**config.mk**
```make
export PLATFORM = sky130hd
export DESIGN_NAME = exec_unit
export DESIGN_NICKNAME = d
export VERILOG_FILES = /design/src/rtl/exec_pkg.sv /design/src/rtl/exec_unit_iter_muldiv.sv /design/src/rtl/exec_unit.sv
export SDC_FILE = /design/constraint.sdc
export NUM_CORES = 2
export LEC_CHECK = 0
export BUFFER_PORTS_ARGS = -buffer_cell sky130_fd_sc_hd__buf_2
export CAP_MARGIN = 10
export CORE_ASPECT_RATIO = 1.75
export CORE_UTILIZATION = 50
export CTS_CLUSTER_DIAMETER = 30
export DETAILED_ROUTE_END_ITERATION = 16
export PLACE_DENSITY = 0.69
export SLEW_MARGIN = 25
export SYNTH_ARGS = -nofsm -noshare
export SYNTH_HDL_FRONTEND = slang
export SYNTH_SLANG_ARGS = --single-unit
export TNS_END_PERCENT = 20
```
**constraint.sdc**
```tcl
create_clock -name clk -period 8.81 [get_ports clk]
set_input_delay 0.4405 -clock clk [delete_from_list [all_inputs] [get_ports clk]]
set_output_delay 0.4405 -clock clk [all_outputs]
set_load 0.01 [all_outputs]
```
**src/rtl/exec_pkg.sv**
```systemverilog
// Shared constants and types for the execute unit: opcode/funct encodings,
// FSM state and ALU operation enums, and the instruction decoder.
package exec_pkg;

    localparam logic [6:0] OPC_OP     = 7'b0110011;
    localparam logic [6:0] OPC_OPIMM  = 7'b0010011;
    localparam logic [6:0] OPC_LOAD   = 7'b0000011;
    localparam logic [6:0] OPC_STORE  = 7'b0100011;
    localparam logic [6:0] OPC_BRANCH = 7'b1100011;
    localparam logic [6:0] OPC_JAL    = 7'b1101111;
    localparam logic [6:0] OPC_JALR   = 7'b1100111;
    localparam logic [6:0] OPC_AUIPC  = 7'b0010111;
    localparam logic [6:0] OPC_LUI    = 7'b0110111;

    localparam logic [6:0] F7_BASE    = 7'b0000000;
    localparam logic [6:0] F7_ALT     = 7'b0100000;
    localparam logic [6:0] F7_MULDIV  = 7'b0000001;

    localparam logic [2:0] F3_ADD  = 3'd0;
    localparam logic [2:0] F3_SLL  = 3'd1;
    localparam logic [2:0] F3_SLT  = 3'd2;
    localparam logic [2:0] F3_SLTU = 3'd3;
    localparam logic [2:0] F3_XOR  = 3'd4;
    localparam logic [2:0] F3_SR   = 3'd5;
    localparam logic [2:0] F3_OR   = 3'd6;
    localparam logic [2:0] F3_AND  = 3'd7;

    localparam logic [2:0] F3_MUL  = 3'd0;
    localparam logic [2:0] F3_DIV  = 3'd4;
    localparam logic [2:0] F3_DIVU = 3'd5;
    localparam logic [2:0] F3_REM  = 3'd6;
    localparam logic [2:0] F3_REMU = 3'd7;

    typedef enum logic [1:0] {
        ST_IDLE,
        ST_MUL,
        ST_DIV,
        ST_DONE
    } state_t;

    typedef enum logic [4:0] {
        ALU_ADD,
        ALU_SUB,
        ALU_SLL,
        ALU_SLT,
        ALU_SLTU,
        ALU_XOR,
        ALU_SRL,
        ALU_SRA,
        ALU_OR,
        ALU_AND,
        ALU_PASSB,
        ALU_ZERO,
        ALU_MUL,
        ALU_DIV,
        ALU_DIVU,
        ALU_REM,
        ALU_REMU
    } alu_op_t;

    function automatic logic is_muldiv(input alu_op_t op);
        return (op == ALU_MUL) || (op == ALU_DIV) || (op == ALU_DIVU) ||
               (op == ALU_REM) || (op == ALU_REMU);
    endfunction

    // MULH* and anything unrecognised fall through to ALU_ZERO.
    function automatic alu_op_t decode_op(input logic [6:0] opcode,
                                          input logic [2:0] f3,
                                          input logic [6:0] f7);
        alu_op_t op;
        op = ALU_ZERO;
        case (opcode)
            OPC_OP: begin
                if (f7 == F7_BASE) begin
                    case (f3)
                        F3_ADD:  op = ALU_ADD;
                        F3_SLL:  op = ALU_SLL;
                        F3_SLT:  op = ALU_SLT;
                        F3_SLTU: op = ALU_SLTU;
                        F3_XOR:  op = ALU_XOR;
                        F3_SR:   op = ALU_SRL;
                        F3_OR:   op = ALU_OR;
                        default: op = ALU_AND;
                    endcase
                end else if (f7 == F7_ALT) begin
                    if (f3 == F3_ADD)
                        op = ALU_SUB;
                    else if (f3 == F3_SR)
                        op = ALU_SRA;
                end else if (f7 == F7_MULDIV) begin
                    case (f3)
                        F3_MUL:  op = ALU_MUL;
                        F3_DIV:  op = ALU_DIV;
                        F3_DIVU: op = ALU_DIVU;
                        F3_REM:  op = ALU_REM;
                        F3_REMU: op = ALU_REMU;
                        default: op = ALU_ZERO;
                    endcase
                end
            end
            OPC_OPIMM: begin
                case (f3)
                    F3_ADD:  op = ALU_ADD;
                    F3_SLL:  op = ALU_SLL;
                    F3_SLT:  op = ALU_SLT;
                    F3_SLTU: op = ALU_SLTU;
                    F3_XOR:  op = ALU_XOR;
                    F3_SR:   op = f7[5] ? ALU_SRA : ALU_SRL;
                    F3_OR:   op = ALU_OR;
                    default: op = ALU_AND;
                endcase
            end
            OPC_LOAD, OPC_STORE, OPC_BRANCH, OPC_JAL, OPC_JALR, OPC_AUIPC:
                op = ALU_ADD;
            OPC_LUI:
                op = ALU_PASSB;
            default:
                op = ALU_ZERO;
        endcase
        return op;
    endfunction

endpackage

```
**src/rtl/exec_unit_iter_muldiv.sv**
```systemverilog
// Iterative multiply/divide datapath: one shift-add or restoring-divide
// step per cycle while step is high. The controller owns the step count;
// after XLEN steps result holds the final, sign-corrected value.
module iter_muldiv #(
    parameter int XLEN = 32
) (
    input  logic            clk,
    input  logic            rst_n,
    input  logic            start,
    input  logic            step,
    input  logic            is_div,
    input  logic            is_signed,
    input  logic            want_rem,
    input  logic [XLEN-1:0] a,
    input  logic [XLEN-1:0] b,
    output logic [XLEN-1:0] result
);

    // acc: product accumulator (mul) or partial remainder (div)
    // opa: multiplicand (mul) or dividend shifting out / quotient shifting in (div)
    // opb: multiplier (mul) or divisor magnitude (div)
    logic [XLEN:0]   acc;
    logic [XLEN-1:0] opa;
    logic [XLEN-1:0] opb;
    logic [XLEN-1:0] dividend;
    logic            div_mode;
    logic            rem_mode;
    logic            neg_q;
    logic            neg_r;
    logic            div_zero;

    logic            sign_a;
    logic            sign_b;
    logic [XLEN-1:0] mag_a;
    logic [XLEN-1:0] mag_b;
    logic [XLEN:0]   div_trial;
    logic [XLEN:0]   div_diff;
    logic            div_bit;
    logic [XLEN-1:0] q_fix;
    logic [XLEN-1:0] r_fix;

    assign sign_a = is_signed & a[XLEN-1];
    assign sign_b = is_signed & b[XLEN-1];
    assign mag_a  = sign_a ? -a : a;
    assign mag_b  = sign_b ? -b : b;

    assign div_trial = {acc[XLEN-1:0], opa[XLEN-1]};
    assign div_diff  = div_trial - {1'b0, opb};
    assign div_bit   = (div_trial >= {1'b0, opb});

    // Operand load on start, otherwise one iteration per step
    always_ff @(posedge clk or negedge rst_n) begin
        if (!rst_n) begin
            acc      <= '0;
            opa      <= '0;
            opb      <= '0;
            dividend <= '0;
            div_mode <= 1'b0;
            rem_mode <= 1'b0;
            neg_q    <= 1'b0;
            neg_r    <= 1'b0;
            div_zero <= 1'b0;
        end else if (start) begin
            acc      <= '0;
            dividend <= a;
            div_mode <= is_div;
            rem_mode <= want_rem;
            neg_q    <= sign_a ^ sign_b;
            neg_r    <= sign_a;
            div_zero <= is_div && (b == '0);
            opa      <= is_div ? mag_a : a;
            opb      <= is_div ? mag_b : b;
        end else if (step) begin
            if (div_mode) begin
                acc <= div_bit ? div_diff : div_trial;
                opa <= {opa[XLEN-2:0], div_bit};
            end else begin
                if (opb[0])
                    acc <= acc + {1'b0, opa};
                opa <= opa << 1;
                opb <= opb >> 1;
            end
        end
    end

    assign q_fix = neg_q ? -opa : opa;
    assign r_fix = neg_r ? -acc[XLEN-1:0] : acc[XLEN-1:0];

    // Final selection; divide-by-zero bypasses the sign fix-up
    always_comb begin
        result = acc[XLEN-1:0];
        if (div_mode) begin
            if (div_zero)
                result = rem_mode ? dividend : '1;
            else
                result = rem_mode ? r_fix : q_fix;
        end
    end

endmodule

```
**src/rtl/exec_unit.sv**
```systemverilog
// Execute unit: single-cycle RV ALU plus iterative M-extension ops,
// with a valid/ready handshake on both sides and a registered result.
//
// state   | meaning
// IDLE    | ready for a new operation (subject to output back-pressure)
// MUL     | shift-add multiply iterating, one bit per cycle
// DIV     | restoring divide iterating, one bit per cycle
// DONE    | iteration finished; result loads into the output register
module exec_unit
    import exec_pkg::*;
#(
    parameter int XLEN = 32,
    parameter int SHW  = $clog2(XLEN)
) (
    input  logic            clk,
    input  logic            rst_n,
    input  logic            in_valid,
    output logic            in_ready,
    input  logic [XLEN-1:0] DataA,
    input  logic [XLEN-1:0] DataB,
    input  logic [XLEN-1:0] PC,
    input  logic [XLEN-1:0] Imm,
    input  logic            ASel,
    input  logic            BSel,
    input  logic            BrUn,
    input  logic [31:0]     inst,
    output logic            out_valid,
    input  logic            out_ready,
    output logic [XLEN-1:0] alu,
    output logic            BrEq,
    output logic            BrLT,
    output logic            busy
);

    state_t          state;
    state_t          state_nx;
    logic [SHW-1:0]  cnt;
    alu_op_t         op;
    logic            is_mop;
    logic            accept;
    logic [XLEN-1:0] mux_a;
    logic [XLEN-1:0] mux_b;
    logic [SHW-1:0]  shamt;
    logic [XLEN-1:0] alu_c;
    logic            br_eq_c;
    logic            br_lt_c;
    logic            br_eq_m;
    logic            br_lt_m;
    logic            md_start;
    logic            md_step;
    logic [XLEN-1:0] md_result;
    logic            unused_inst;

    // rd and rs fields are resolved outside this block
    assign unused_inst = ^{inst[24:15], inst[11:7]};

    assign op     = decode_op(inst[6:0], inst[14:12], inst[31:25]);
    assign is_mop = is_muldiv(op);
    assign accept = in_valid && in_ready;

    assign mux_a = ASel ? PC  : DataA;
    assign mux_b = BSel ? Imm : DataB;
    assign shamt = mux_b[SHW-1:0];

    assign br_eq_c = (DataA == DataB);
    assign br_lt_c = BrUn ? (DataA < DataB) : ($signed(DataA) < $signed(DataB));

    // Single-cycle ALU result
    always_comb begin
        alu_c = '0;
        case (op)
            ALU_ADD:   alu_c = mux_a + mux_b;
            ALU_SUB:   alu_c = mux_a - mux_b;
            ALU_SLL:   alu_c = mux_a << shamt;
            ALU_SLT:   alu_c = {{(XLEN-1){1'b0}}, ($signed(mux_a) < $signed(mux_b))};
            ALU_SLTU:  alu_c = {{(XLEN-1){1'b0}}, (mux_a < mux_b)};
            ALU_XOR:   alu_c = mux_a ^ mux_b;
            ALU_SRL:   alu_c = mux_a >> shamt;
            ALU_SRA:   alu_c = $signed(mux_a) >>> shamt;
            ALU_OR:    alu_c = mux_a | mux_b;
            ALU_AND:   alu_c = mux_a & mux_b;
            ALU_PASSB: alu_c = mux_b;
            default:   alu_c = '0;
        endcase
    end

    // FSM state register
    always_ff @(posedge clk or negedge rst_n) begin
        if (!rst_n)
            state <= ST_IDLE;
        else
            state <= state_nx;
    end

    // FSM next-state logic
    always_comb begin
        state_nx = state;
        case (state)
            ST_IDLE: begin
                if (accept && is_mop)
                    state_nx = (op == ALU_MUL) ? ST_MUL : ST_DIV;
            end
            ST_MUL, ST_DIV: begin
                if (cnt == SHW'(XLEN-1))
                    state_nx = ST_DONE;
            end
            ST_DONE: state_nx = ST_IDLE;
            default: state_nx = ST_IDLE;
        endcase
    end

    // FSM outputs; in_ready is forced low while reset is asserted
    always_comb begin
        busy     = (state == ST_MUL) || (state == ST_DIV);
        in_ready = rst_n && (state == ST_IDLE) && (!out_valid || out_ready);
    end

    assign md_start = accept && is_mop;
    assign md_step  = busy;

    // Iteration counter, cleared whenever not iterating
    always_ff @(posedge clk or negedge rst_n) begin
        if (!rst_n)
            cnt <= '0;
        else if (busy)
            cnt <= cnt + SHW'(1);
        else
            cnt <= '0;
    end

    // Branch flags of an M-op are taken at accept and released with its result
    always_ff @(posedge clk or negedge rst_n) begin
        if (!rst_n) begin
            br_eq_m <= 1'b0;
            br_lt_m <= 1'b0;
        end else if (accept) begin
            br_eq_m <= br_eq_c;
            br_lt_m <= br_lt_c;
        end
    end

    // Output register: a new single-cycle result overwrites a consumed one
    // in the same edge, so back-to-back ops have no bubble
    always_ff @(posedge clk or negedge rst_n) begin
        if (!rst_n) begin
            out_valid <= 1'b0;
            alu       <= '0;
            BrEq      <= 1'b0;
            BrLT      <= 1'b0;
        end else if (accept && !is_mop) begin
            out_valid <= 1'b1;
            alu       <= alu_c;
            BrEq      <= br_eq_c;
            BrLT      <= br_lt_c;
        end else if (state == ST_DONE) begin
            out_valid <= 1'b1;
            alu       <= md_result;
            BrEq      <= br_eq_m;
            BrLT      <= br_lt_m;
        end else if (out_ready) begin
            out_valid <= 1'b0;
        end
    end

    iter_muldiv #(
        .XLEN(XLEN)
    ) u_iter_muldiv (
        .clk       (clk),
        .rst_n     (rst_n),
        .start     (md_start),
        .step      (md_step),
        .is_div    (op != ALU_MUL),
        .is_signed ((op == ALU_DIV) || (op == ALU_REM)),
        .want_rem  ((op == ALU_REM) || (op == ALU_REMU)),
        .a         (mux_a),
        .b         (mux_b),
        .result    (md_result)
    );

endmodule

```
Word-level counts from Yosys, hierarchy flattened
Cells that the tools add are included.
Widths: inputs -> output; s select.

storage, ports and cells
  bits in registers = 178
  output and inout port bits = 37
  word-level logic and storage cells = 161

cells by class
  $add $sub $neg = 9
  $lt $le $gt $ge = 5
  equality and inequality tests = 42
  shift-type cells = 3
  mux-type cells = 49
  bitwise operators = 6
  reduce and logical (&&, ||, !) cells = 30

operators with widths
  operator            count
  $mux 32             19
  $pmux 32 s11        1
  $mux 33             5
  $lt 32x32->1        4
  $neg 32->32         4
  $pmux 4 s7          2
  $eq 5x4->1 const B  7
  $add 33x32->33      1
  $ge 33x32->1        1
  $sub 33x32->33      1
  $add 32x32->32      1
  $and 32x32->32      1
  $eq 32x32->1        1
  $logic_not 32->1    1
  $or 32x32->32       1
  $shl 32x5->32       1
  $shr 32x5->32       1
  $sshr 32x5->32      1
  $sub 32x32->32      1
  $xor 32x32->32      1
  $eq 7x6->1 const B  4
  $pmux 5 s5          1
  $eq 7x7->1 const B  3
  $eq 5x3->1 const B  4
  other kinds (34)    77

Longest topological paths before layout
  depth in word-level cells = 14
  mapped depth = 20
  depth with buffers taken out = 15

Hierarchy
Synthesis repeated with hierarchy kept, for this count alone.

unflattened totals
  cells, all modules = 3446
  area total of the unflattened synthesis = 25837.3 um^2

modules (own cells, without submodules)
  module       times used  cells each  area each (um^2)
  exec_unit    1           1862        12971.2
  iter_muldiv  1           1584        12866.1

Worst setup path before layout
OpenSTA, ideal clock, no wires.

  path type = in2reg
  from = input port BSel
  to = register alu[27]
  arrival = 4.903 ns
  data required time = 8.672 ns
  path slack = 3.769 ns
  stages = 19
  path through = clkbuf_1 -> buf_2 -> buf_2 -> buf_2 -> buf_2 -> buf_1 -> mux2i_1 -> ha_1 -> buf_2 -> or3_1 -> o211ai_1 -> or4b_1 -> a31o_2 -> a21oi_2 -> a2111oi_0 -> or3_1 -> a221o_1 -> a221oi_1 -> o22ai_1

between the ends
  word-level cells in the longest chain between the ends = 4
  elaborated cells between the ends (all ways) = 11
  those cells by class = add/sub: 2; shift: 3; mux: 3; bitwise: 3

RTL lines
  element                                 line              source
  start, declared                         exec_unit.sv:24   input logic BSel,
  $mux 32 (*)                             exec_unit.sv:62   assign mux_b = BSel ? Imm : DataB;
  $sub 32x32->32 (tied with other cells)  exec_unit.sv:73   ALU_SUB: alu_c = mux_a - mux_b;
  $pmux 32 s11 (*)                        exec_unit.sv:71   case (op)
  $mux 32 (*)                             exec_unit.sv:150  end else if (accept && !is_mop) begin
  end signal, assigned                    exec_unit.sv:152  alu <= alu_c;
  end signal, assigned                    exec_unit.sv:157  alu <= md_result;
  end, declared                           exec_unit.sv:29   output logic [XLEN-1:0] alu,

Every way passes the cells marked *; elsewhere a longest branch is shown, timed or not.
A chain may end at the register's enable or synchronous reset.

Worst setup path in the final report
  from = input port ASel
  to = register alu[25]

between the ends
  word-level cells in the longest chain between the ends = 4
  elaborated cells between the ends (all ways) = 11
  those cells by class = add/sub: 2; shift: 3; mux: 3; bitwise: 3

RTL lines
  element                                 line              source
  start, declared                         exec_unit.sv:23   input logic ASel,
  $mux 32 (*)                             exec_unit.sv:61   assign mux_a = ASel ? PC : DataA;
  $sub 32x32->32 (tied with other cells)  exec_unit.sv:73
  $pmux 32 s11 (*)                        exec_unit.sv:71
  $mux 32 (*)                             exec_unit.sv:150

Marks and branches as above.

==> flow_metrics.env <==
export IMPL_async_flop_share=1.00
export IMPL_htree_levels=4
export IMPL_ys_flop_type="dfrtp_1"
export IMPL_hold_slack_ns=0.241
export IMPL_grt_pass1_vias=27800
export IMPL_fin_cells=4203
export IMPL_first_iter_violations=3064
export IMPL_synth_edf_count=0
export IMPL_fmax_ghz=0.170
export IMPL_status="finished clean"
export IMPL_maxSlewViolCount=0
export IMPL_gr_usage_all_layers=0.475
export IMPL_endpoint_kind="register"
export IMPL_nNetsFinal=3890
export IMPL_arrival_ns=6.23
export IMPL_grt_ovfl_total=0
export IMPL_power_density_nw_per_um2=234
export IMPL_gp_congestion=1.11
export IMPL_hold_path_class="in2reg"
export IMPL_cts_hold_buffers_added=1
export IMPL_core_area_um2=50500
export IMPL_viasPerCell=6.87
export IMPL_clk_latency_ns=0.47
export IMPL_tritoncts="built"
export IMPL_worstMarginPinSlew_ns=1.20
export IMPL_synth_nets=3815
export IMPL_final_layout_size_suffix_gt1_frac=0.122
export IMPL_timing_final_crit_period_ns=5.89
export IMPL_route_detailed_drc=0
export IMPL_cts_root_buf="clkbuf_16"
export IMPL_numCtsBuffers=17
export IMPL_syn2layout_area_growth_pct=9.01
export IMPL_clockBufferDepth=2
export IMPL_antenna_found_initial=8
export IMPL_final_antenna_net_count=0
export IMPL_ys_seq_elements=177
export IMPL_startpoint_type="input port"
export IMPL_post_place_ws_ns=2.81
export IMPL_rsz0062_at_grt="false"
export IMPL_post_cts_buffers=0
export IMPL_grt_max_degree=121
export IMPL_fp_row_count=109
export IMPL_finalHoldViolations=0
export IMPL_cts_repair_resized=0
export IMPL_setup_tns_final_ns=0
export IMPL_clk_pin_slew_ns=0.09
export IMPL_grt_pass1_wl_um=182000
export IMPL_fp_dieH_um=301
export IMPL_dp_hpwl_um=97800
export IMPL_routed_wl_um=126000
export IMPL_ys_seq_area_frac=0.173
export IMPL_peakVddDrop_mv=0.208
export IMPL_leakagePower_nw=12.1
export IMPL_clkSinkCount=177
export IMPL_drt_wirelength_per_cell_um=30.1
export IMPL_relSlewSlack=0.180
export IMPL_synthDistinctLibCells=99
export IMPL_ioPinCount=204
export IMPL_drv_cap=0
export IMPL_die_w_um=173
export IMPL_avgSynthCellArea_um2=7.42
export IMPL_yosys_warnings=0
export IMPL_via_count=28900
export IMPL_synth_cells=3444
export IMPL_fin_ws_ns=2.92
export IMPL_dp_cells=4164
export IMPL_syn_area_um2=25600
export IMPL_dieArea_um2=52000
export IMPL_setup_viol=0
export IMPL_clock_skew_ns=0.0167
export IMPL_worstPathRequired_ns=9.15
export IMPL_fin_crit_sh=0.669
export IMPL_first_pass_iters=7
export IMPL_initial_core_util=0.506
export IMPL_path_class="in2reg"
export IMPL_cp_max_fo=21
export IMPL_final_util=0.552
export IMPL_port_buffers=188
worst max-delay path, stage by stage:
cell and delay (ns):
buf_2 0.53, buf_4 0.55, mux2i_2 0.68, ha_1 0.44, nor2_1 0.36, nand2b_1 0.13, a211oi_1 0.92, o21bai_1 0.26
a2111oi_0 0.80, nor2_1 0.17, o31ai_1 0.28, nor3_1 0.08, o31ai_1 0.41, a21oi_1 0.14
state kept, by name, indices dropped and copies added, names as in the netlist:
register                flops
u_iter_muldiv.opb          32
alu                        32
u_iter_muldiv.div_mode      1
u_iter_muldiv.neg_r         1
u_iter_muldiv.div_zero      1
u_iter_muldiv.rem_mode      1
cnt                         5
BrEq                        1
br_eq_m                     1
u_iter_muldiv.opa          32
state                       2
u_iter_muldiv.neg_q         1
u_iter_muldiv.dividend     32
BrLT                        1
out_valid                   1
br_lt_m                     1
u_iter_muldiv.acc          32
layout by cell type (no fill, tap or decap), types with 13 or more instances in the layout:
master	n
mux2i_1	206
inv_1	180
mux2_2	29
or3_1	40
a2111oi_0	14
a221oi_1	34
and2_1	16
nor2b_1	36
o221ai_1	24
clkbuf_16	17
a21oi_1	322
o22ai_1	35
buf_2	187
mux2i_2	13
o22a_1	18
xnor2_1	129
nor3_1	77
dfrtp_1	176
or4_1	13
a22oi_1	19
nor2_1	280
nand4_1	25
nand2b_1	28
o21a_1	36
a21o_1	63
a211oi_1	73
nor4_1	14
o21bai_1	18
a211o_1	13
xor2_1	59
ha_1	199
o31ai_1	34
o21ai_0	259
buf_4	85
o41ai_1	17
o211ai_1	39
a31oi_1	42
nand2_1	324
and3_1	22
nand3_1	65
routing by layer:
metal | part of all wire | vias up | track usage
met5 | 0.00036 | - | 0
met4 | 0.12 | 6 | 0.482
met3 | 0.080 | 590 | 0.0818
met2 | 0.45 | 1563 | 0.774
met1 | 0.34 | 13900 | 0.512
li1 | - | 12800 | -
cell type report:
class	count	area, µm²
Clock inverter	14	130
Sequential cell	177	4430
Fill cell	5081	22600
Multi-Input combinational cell	2855	19700
Antenna cell	5	12.5
Clock buffer	18	439
Tap cell	666	833
Timing Repair Buffer	276	1630
Inverter	192	721
per-stage QoR:
stage,cell area (µm²),power [mW]
finish,27900,6.52
CTS,27800,6.38
floorplan,25600,4.27
detailed placement,27200,5.58
global route,27800,6.89
global placement,27200,5.54
kinds of logic after synthesis:
kind of cell    Yosys count  share of synthesized area
mux                     255                      0.105
fa+ha+maj               205                      0.101
flops                   177                      0.173
compound gates         1200                      0.306
xor+xnor                188                     0.0644
buf+inv                 412                     0.0644
simple gates           1007                      0.185
cell usage after synthesis, types with 36 or more instances:
cell / instances / area [µm²]
clkbuf_1: 141 / 529
nor3_1: 80 / 400
inv_1: 180 / 676
a21o_1: 64 / 480
a21oi_1: 324 / 1620
xnor2_1: 129 / 1130
ha_1: 200 / 2500
dfrtp_1: 177 / 4430
nand3_1: 65 / 325
nand2_1: 325 / 1220
nor2b_1: 37 / 231
o211ai_1: 39 / 293
o21a_1: 36 / 270
or3_1: 40 / 250
nor2_1: 283 / 1060
a31oi_1: 42 / 263
a211oi_1: 73 / 548
o21ai_0: 260 / 1300
xor2_1: 59 / 517
buf_2: 44 / 220
mux2i_1: 211 / 2110
where the power goes:
part | internal [mW] | switching (mW)
clock network | 0.401 | 0.386
registers | 1.04 | 0.414
logic | 1.67 | 2.61
total | 3.11 | 3.41
worst paths after layout:
kind	start	to	slack (ns)	cells after the start
max	ASel	alu[25]	2.92	14
min	out_ready	out_valid	0.24	3
max reg2reg	u_iter_muldiv.acc[1]	u_iter_muldiv.acc[7]	4.45	12
min reg2reg	cnt[0]	cnt[0]	0.46	1
max in group asynchronous	rst_n	u_iter_muldiv.acc[31]	7.04	3
min in group asynchronous	rst_n	u_iter_muldiv.acc[21]	0.53	2
Power figures use the tool's default switching activity.
